$ cat src/rtl/riscv_pkg.sv
// Shared fetch-stage definitions: instruction width, reset vector default,
// fetch FSM state encoding and the prefetch queue entry layout.
package riscv_pkg;

  localparam int ILEN = 32;

  localparam logic [ILEN-1:0] RESET_PC_DEFAULT = 32'h0000_0000;

  localparam logic [1:0] ST_IDLE = 2'd0;
  localparam logic [1:0] ST_REQ  = 2'd1;
  localparam logic [1:0] ST_WAIT = 2'd2;

  typedef struct packed {
    logic [ILEN-1:0] pc;
    logic [ILEN-1:0] instr;
  } fetch_entry_t;

  // Branch targets are forced onto a word boundary.
  function automatic logic [ILEN-1:0] align_pc(input logic [ILEN-1:0] pc);
    return pc & 32'hFFFF_FFFC;
  endfunction

endpackage

$ cat src/rtl/instr_fetch_if.sv
// Fetch-stage bus bundle: instruction-memory port, redirect input and the
// decode-side valid/ready handshake.
interface instr_fetch_if;
  import riscv_pkg::*;

  logic            imem_req;
  logic [ILEN-1:0] imem_addr;
  logic            imem_gnt;
  logic            imem_rvalid;
  logic [ILEN-1:0] imem_rdata;
  logic            redirect_valid;
  logic [ILEN-1:0] redirect_pc;
  logic            if_valid;
  logic            if_ready;
  logic [ILEN-1:0] if_instr;
  logic [ILEN-1:0] if_pc;

  modport master (
    output imem_req, imem_addr, if_valid, if_instr, if_pc,
    input  imem_gnt, imem_rvalid, imem_rdata, redirect_valid, redirect_pc, if_ready
  );

  modport slave (
    input  imem_req, imem_addr, if_valid, if_instr, if_pc,
    output imem_gnt, imem_rvalid, imem_rdata, redirect_valid, redirect_pc, if_ready
  );

endinterface

$ cat src/rtl/fetch_fifo.sv
// Small {pc, instr} prefetch queue with push, pop and a flush that wins over
// both; the head entry is presented combinationally from storage.
module fetch_fifo
  import riscv_pkg::*;
#(
  parameter  int DEPTH = 2,
  localparam int PW    = (DEPTH > 1) ? $clog2(DEPTH) : 1,
  localparam int CW    = $clog2(DEPTH + 1)
) (
  input  logic          clk,
  input  logic          reset,
  input  logic          push,
  input  fetch_entry_t  push_entry,
  input  logic          pop,
  input  logic          flush,
  output fetch_entry_t  head,
  output logic [CW-1:0] count
);

  localparam logic [PW-1:0] PTR_ONE  = PW'(1);
  localparam logic [PW-1:0] PTR_LAST = PW'(DEPTH - 1);
  localparam logic [CW-1:0] CNT_ONE  = CW'(1);
  localparam logic [CW-1:0] CNT_FULL = CW'(DEPTH);

  fetch_entry_t  mem_r [DEPTH];
  logic [PW-1:0] rd_ptr_r;
  logic [PW-1:0] wr_ptr_r;
  logic [CW-1:0] count_r;
  logic          push_ok_s;
  logic          pop_ok_s;

  function automatic logic [PW-1:0] ptr_next(input logic [PW-1:0] p);
    return (p == PTR_LAST) ? {PW{1'b0}} : p + PTR_ONE;
  endfunction

  // Guard against overflow/underflow so a misbehaving neighbour cannot corrupt pointers.
  always_comb begin
    push_ok_s = push && (count_r < CNT_FULL) && !flush;
    pop_ok_s  = pop && (count_r != {CW{1'b0}}) && !flush;
  end

  // Entry storage; cleared on reset so the head reads zero.
  always_ff @(posedge clk or posedge reset) begin
    if (reset) begin
      for (int i = 0; i < DEPTH; i++) begin
        mem_r[i] <= '0;
      end
    end else if (push_ok_s) begin
      mem_r[wr_ptr_r] <= push_entry;
    end
  end

  // Pointers and occupancy.
  always_ff @(posedge clk or posedge reset) begin
    if (reset) begin
      rd_ptr_r <= {PW{1'b0}};
      wr_ptr_r <= {PW{1'b0}};
      count_r  <= {CW{1'b0}};
    end else if (flush) begin
      rd_ptr_r <= {PW{1'b0}};
      wr_ptr_r <= {PW{1'b0}};
      count_r  <= {CW{1'b0}};
    end else begin
      if (push_ok_s) wr_ptr_r <= ptr_next(wr_ptr_r);
      if (pop_ok_s)  rd_ptr_r <= ptr_next(rd_ptr_r);
      case ({push_ok_s, pop_ok_s})
        2'b10:   count_r <= count_r + CNT_ONE;
        2'b01:   count_r <= count_r - CNT_ONE;
        default: count_r <= count_r;
      endcase
    end
  end

  assign head  = mem_r[rd_ptr_r];
  assign count = count_r;

endmodule

$ cat src/rtl/instr_fetch.sv
// Instruction fetch stage: single-outstanding IDLE/REQ/WAIT fetch FSM feeding a
// prefetch queue, with branch redirect that flushes and drops in-flight data.
module instr_fetch
  import riscv_pkg::*;
#(
  parameter logic [ILEN-1:0] RESET_PC = RESET_PC_DEFAULT,
  parameter int              DEPTH    = 2
) (
  input logic           clk,
  input logic           reset,
  instr_fetch_if.master bus
);

  localparam int              CW       = $clog2(DEPTH + 1);
  localparam logic [CW-1:0]   CNT_FULL = CW'(DEPTH);
  localparam logic [ILEN-1:0] PC_STEP  = 32'd4;

  logic [1:0]      state_r;
  logic [ILEN-1:0] fetch_pc_r;
  logic [ILEN-1:0] req_pc_r;
  logic            stale_r;
  logic            push_s;
  logic            pop_s;
  logic            flush_s;
  logic [ILEN-1:0] redirect_tgt_s;
  fetch_entry_t    push_entry_s;
  fetch_entry_t    head_s;
  logic [CW-1:0]   count_s;

  // Queue control; data returning in the same cycle as a redirect is dropped.
  always_comb begin
    redirect_tgt_s     = align_pc(bus.redirect_pc);
    flush_s            = bus.redirect_valid;
    pop_s              = bus.if_ready && (count_s != {CW{1'b0}});
    push_entry_s.pc    = req_pc_r;
    push_entry_s.instr = bus.imem_rdata;
    if ((state_r == ST_WAIT) && bus.imem_rvalid && !stale_r && !bus.redirect_valid) begin
      push_s = 1'b1;
    end else begin
      push_s = 1'b0;
    end
  end

  fetch_fifo #(.DEPTH(DEPTH)) u_fifo (
    .clk        (clk),
    .reset      (reset),
    .push       (push_s),
    .push_entry (push_entry_s),
    .pop        (pop_s),
    .flush      (flush_s),
    .head       (head_s),
    .count      (count_s)
  );

  // Fetch FSM. req_pc_r is the address on the bus and is frozen through REQ;
  // fetch_pc_r is the next address to request and absorbs redirects at any time.
  always_ff @(posedge clk or posedge reset) begin
    if (reset) begin
      state_r    <= ST_IDLE;
      fetch_pc_r <= RESET_PC;
      req_pc_r   <= RESET_PC;
      stale_r    <= 1'b0;
    end else begin
      case (state_r)
        ST_IDLE: begin
          if (bus.redirect_valid) begin
            fetch_pc_r <= redirect_tgt_s;
            req_pc_r   <= redirect_tgt_s;
            state_r    <= ST_REQ;
          end else if (count_s < CNT_FULL) begin
            req_pc_r <= fetch_pc_r;
            state_r  <= ST_REQ;
          end
        end
        ST_REQ: begin
          if (bus.redirect_valid) begin
            fetch_pc_r <= redirect_tgt_s;
            stale_r    <= 1'b1;
          end else if (bus.imem_gnt && !stale_r) begin
            fetch_pc_r <= req_pc_r + PC_STEP;
          end
          if (bus.imem_gnt) state_r <= ST_WAIT;
        end
        ST_WAIT: begin
          if (bus.imem_rvalid) begin
            state_r <= ST_IDLE;
            stale_r <= 1'b0;
          end else if (bus.redirect_valid) begin
            stale_r <= 1'b1;
          end
          if (bus.redirect_valid) fetch_pc_r <= redirect_tgt_s;
        end
        default: begin
          state_r <= ST_IDLE;
          stale_r <= 1'b0;
        end
      endcase
    end
  end

  assign bus.imem_req  = (state_r == ST_REQ);
  assign bus.imem_addr = req_pc_r;
  assign bus.if_valid  = (count_s != {CW{1'b0}});
  assign bus.if_instr  = head_s.instr;
  assign bus.if_pc     = head_s.pc;

endmodule

$ cat src/flat_wrapper.sv
// flat-port wrapper written by rule: the top's interface ports become plain ports
module instr_fetch_flat import riscv_pkg::*;
#(
  parameter logic [ILEN-1:0] RESET_PC = RESET_PC_DEFAULT,
  parameter int              DEPTH    = 2
)
  (clk, reset, bus_imem_req, bus_imem_addr, bus_if_valid, bus_if_instr, bus_if_pc, bus_imem_gnt, bus_imem_rvalid, bus_imem_rdata, bus_redirect_valid, bus_redirect_pc, bus_if_ready);
  instr_fetch_if bus_i ();
  input logic clk;
  input logic reset;
  output wire logic [$bits(bus_i.imem_req)-1:0] bus_imem_req;
  output wire logic [$bits(bus_i.imem_addr)-1:0] bus_imem_addr;
  output wire logic [$bits(bus_i.if_valid)-1:0] bus_if_valid;
  output wire logic [$bits(bus_i.if_instr)-1:0] bus_if_instr;
  output wire logic [$bits(bus_i.if_pc)-1:0] bus_if_pc;
  input wire logic [$bits(bus_i.imem_gnt)-1:0] bus_imem_gnt;
  input wire logic [$bits(bus_i.imem_rvalid)-1:0] bus_imem_rvalid;
  input wire logic [$bits(bus_i.imem_rdata)-1:0] bus_imem_rdata;
  input wire logic [$bits(bus_i.redirect_valid)-1:0] bus_redirect_valid;
  input wire logic [$bits(bus_i.redirect_pc)-1:0] bus_redirect_pc;
  input wire logic [$bits(bus_i.if_ready)-1:0] bus_if_ready;
  assign bus_imem_req = bus_i.imem_req;
  assign bus_imem_addr = bus_i.imem_addr;
  assign bus_if_valid = bus_i.if_valid;
  assign bus_if_instr = bus_i.if_instr;
  assign bus_if_pc = bus_i.if_pc;
  assign bus_i.imem_gnt = bus_imem_gnt;
  assign bus_i.imem_rvalid = bus_imem_rvalid;
  assign bus_i.imem_rdata = bus_imem_rdata;
  assign bus_i.redirect_valid = bus_redirect_valid;
  assign bus_i.redirect_pc = bus_redirect_pc;
  assign bus_i.if_ready = bus_if_ready;
  instr_fetch #(.RESET_PC(RESET_PC), .DEPTH(DEPTH)) u_core (.clk(clk), .reset(reset), .bus(bus_i));
endmodule
$ cat config.mk
export PLATFORM = sky130hd
export DESIGN_NAME = instr_fetch_flat
export DESIGN_NICKNAME = d
export VERILOG_FILES = /design/src/rtl/riscv_pkg.sv /design/src/rtl/instr_fetch_if.sv /design/src/rtl/fetch_fifo.sv /design/src/rtl/instr_fetch.sv /design/src/flat_wrapper.sv
export SDC_FILE = /design/constraint.sdc
export NUM_CORES = 1
export LEC_CHECK = 0
export ABC_AREA = 1
export ABC_CLOCK_PERIOD_IN_PS = 18750
export CAP_MARGIN = 0
export CORE_MARGIN = 2
export CORE_UTILIZATION = 32
export CTS_BUF_LIST = sky130_fd_sc_hd__clkbuf_8
export CTS_CLUSTER_DIAMETER = 200
export DETAILED_ROUTE_END_ITERATION = 6
export SYNTH_ARGS = -nofsm -noshare
export SYNTH_HDL_FRONTEND = slang
export SYNTH_SLANG_ARGS = --single-unit
$ cat constraint.sdc
create_clock -name clk -period 18.75 [get_ports clk]
set_clock_uncertainty 0.2 [all_clocks]
set_input_delay 5.625 -clock clk [delete_from_list [all_inputs] [get_ports clk]]
set_output_delay 5.625 -clock clk [all_outputs]
set_load 0.01 [all_outputs]
==> metrics.md <==
| Metric | Value |
|---|---|
| Final Wtd Congestion | 0.857 |
| Cts hold-fix bufs | 0 |
| First-pass DRT Iterations | 5 |
| Arr. time, crit path | 2.91 ns |
| Vias in the first global route | 8297 |
| WP data required | 12.92 ns |
| Share of layout cells above drive strength 1 | 4.07% |
| Worst hold path type | reg -> reg |
| CTS tree | yes |
| Initial antenna violation count | 0 |
| Starting density of the core | 32.5% |
| H-Tree Depth | 4 |
| Placed cell count | 1790 |
| Core area | 0.0305 mm2 |
| Number of port buffers | 165 |
| RSZ-0062 raised after global routing | no |
| Final Hold Vio Count | 0 |
| First-pass GRT wire length | 44.7 mm |
| Non-filler cells, final | 1821 |
| N_diodes | 0 |
| CTS Buf Count | 17 |
| Yosys reg bits | 199 |
| VDD IR max | 63.1 uV |
| Net total in the final layout | 1488 |
| Area Growth Syn to Fin | 22.8% |
| Routed len/inst | 14.9 um |
| Synth Instances | 1288 |
| Synth Area in Compound Gates | 15.9% |
| Total power | 1.89 mW |
| Crit share post-route | 46.6% |
| Post-synthesis adder-cell area fraction | 0.632% |
| Setup violations, final | 0 |
| Synth Area in XOR/XNOR | 0.442% |
| Deepest clock path buffer count | 2 |
| PD cells | 155 mW/mm2 |
| Worst slew margin | 35.0% |
| Number of enable flip-flop cells after synthesis | 0 |
| Syn avg cell area | 7.69 um2 |
| Tot GR Track Use | 17.1% |
| Post-route ant nets | 0 |
| Synth warn | 0 |
| Chip Height | 180 um |
| Crit. End Element | primary output |
| Post-synth ARST share | 100% |
| Site Rows | 64 |
| Routed WL | 27.1 mm |
| Slew Limit Fails | 0 |
| Seq/Total Area, Yosys | 50.3% |
| Setup bufs post-CTS | 0 |
| LEAKAGE | 5.44 nW |
| Post-CTS Resized | 0 |
| R2R Setup Slk | 15.50 ns |
| Status | completed |
| Post-route minimum period | 8.74 ns |
| Mapped cell area | 0.00990 mm2 |
| Worst skew pair latency | 0.47 ns |
| Worst slew pin tran | 0.974 ns |
| Max Cap Violations | 0 |
| Primary FF master, synth | dfrtp_1 |
| Setup TNS | 0 ns |
| Grt total ovfl | 0 |
| Clk sink count | 199 |
| DR iter-0 viols | 639 |
| Crit path launch type | flop |
| Placement Cell Area | 0.0118 mm2 |
| Largest family of logic cells by synthesized area | simple AND/OR/NAND/NOR gates |
| Die Area | 0.0324 mm2 |
| Setup CP Type | reg -> out |
| Ports | 168 |
| Post-DP HPWL | 18.2 mm |
| Drt drc | 0 |
| Critical-path maximum fanout | 79 |
| Post-Syn Nets | 1363 |
| Via Count | 8599 |
| Post-synthesis cell type count | 34 |
| Final core utilization | 39.9% |
| Vias/cell | 4.72 |
| Fmax | 0.114 GHz |
| Post-Synth Simple-Gate Area | 23.9% |
| Largest net degree at the start of global routing | 80 |
| Horiz. Die Dim | 180 um |
| Design Area, Final | 0.0122 mm2 |
| Worst-path clk slew | 0.11 ns |
| Mux share of post-synthesis cell area | 0% |
| Clock Tree Root | clkbuf_8 |
-- state kept, by name, summed over array words and instances, names as in the netlist --
register                count
u_core.bus.imem_addr       32
u_core.fetch_pc_r          32
u_core.stale_r              1
u_core.state_r              2
u_core.u_fifo.count         2
u_core.u_fifo.mem_r       128
u_core.u_fifo.rd_ptr_r      1
u_core.u_fifo.wr_ptr_r      1
-- report_power, final --
group	internal, mW	switching [mW]
Combinational	0.378	0.454
Clock	0.115	0.159
Sequential	0.631	0.149
Total	1.12	0.762
-- cell usage after synthesis (3+ instances only) --
cell type	n	share of area, %
a21boi_0	4	0.30
a21boi_1	3	0.23
a21oi_1	3	0.15
a31oi_1	17	1.1
buf_2	21	1.1
buf_4	18	1.4
clkbuf_1	29	1.1
dfrtp_1	199	50
ha_1	5	0.63
inv_1	132	5.0
nand2_1	432	16
nand3_1	48	2.4
nand3b_1	3	0.23
nor2_1	98	3.7
nor2_2	8	0.51
o211ai_1	17	1.3
o21a_1	28	2.1
o21ai_0	139	7.0
o21ai_1	60	3.0
o31ai_1	4	0.30
xor2_1	4	0.35
-- cells by family after synthesis --
logic type,Yosys count
DFF,199
adders and majority gates,5
and+or+nand+nor,596
buffers and inverters,204
AOI/OAI and AO/OA,279
xor gates and xnor gates,5
-- placed cells by master, fill, tap and decap left out, types with 2 or more instances in the layout --
cell type / instances
o21ai_0: 139
ha_1: 5
inv_8: 3
nor2_1: 98
nand3b_1: 3
clkdlybuf4s50_1: 165
o31ai_1: 4
a21boi_1: 3
clkinv_4: 2
xor2_1: 4
clkbuf_8: 19
nand3_1: 48
buf_4: 11
a21boi_0: 4
and2_1: 2
o21a_1: 28
nand2_1: 432
o22ai_1: 2
inv_6: 4
dfrtp_1: 198
o21ai_1: 60
inv_1: 133
a21oi_1: 3
nor2_4: 2
a31oi_1: 17
o211ai_1: 17
nor2_2: 6
-- per-layer routing --
layer  global-route usage [%]  up-vias  wire, um
li1                         -     4338         -
met1                     24.3     4049     13200
met2                     26.5      196     12200
met3                     3.91       16      1410
met4                     3.84        0       261
met5                        0        -         0
-- stage by stage --
step | hold WS (ns) | worst slack, ns
floorplan | 0.249 | 7.50
global placement | 0.262 | 9.90
detailed placement | 0.265 | 9.85
CTS | 0.292 | 9.99
global route | 0.312 | 9.79
finish | 0.291 | 10.01
-- worst max-delay path: stages, from the launching register on --
cell	delay [ns]
dfrtp_4	0.76
buf_4	0.68
nand2_1	0.10
o21ai_0	0.21
clkdlybuf4s50_1	0.63
-- path summary, 6_finish.rpt --
path                                                    start                                   to  depth (start not counted)
min                         u_core.fetch_pc_r[21]$_DFFE_PP0P_    u_core.fetch_pc_r[21]$_DFFE_PP0P_                          2
max                        u_core.u_fifo.rd_ptr_r$_DFFE_PP0P_                        bus_if_pc[16]                          4
min reg2reg                 u_core.fetch_pc_r[21]$_DFFE_PP0P_    u_core.fetch_pc_r[21]$_DFFE_PP0P_                          2
min in group asynchronous                               reset  u_core.u_fifo.mem_r[88]$_DFFE_PP0P_                          2
max reg2reg                     u_core.state_r[0]$_DFFE_PP0P_  u_core.u_fifo.mem_r[47]$_DFFE_PP0P_                         10
max in group asynchronous                               reset   u_core.u_fifo.rd_ptr_r$_DFFE_PP0P_                          3
-- cell type report --
cell class,count,area (um2)
Sequential cell,199,4980
Clock inverter,12,118
Timing Repair Buffer,176,1730
Fill cell,3138,18300
Clock buffer,19,262
Tap cell,396,495
Inverter,134,513
Multi-Input combinational cell,885,4060
Power figures use the tool's default switching activity.
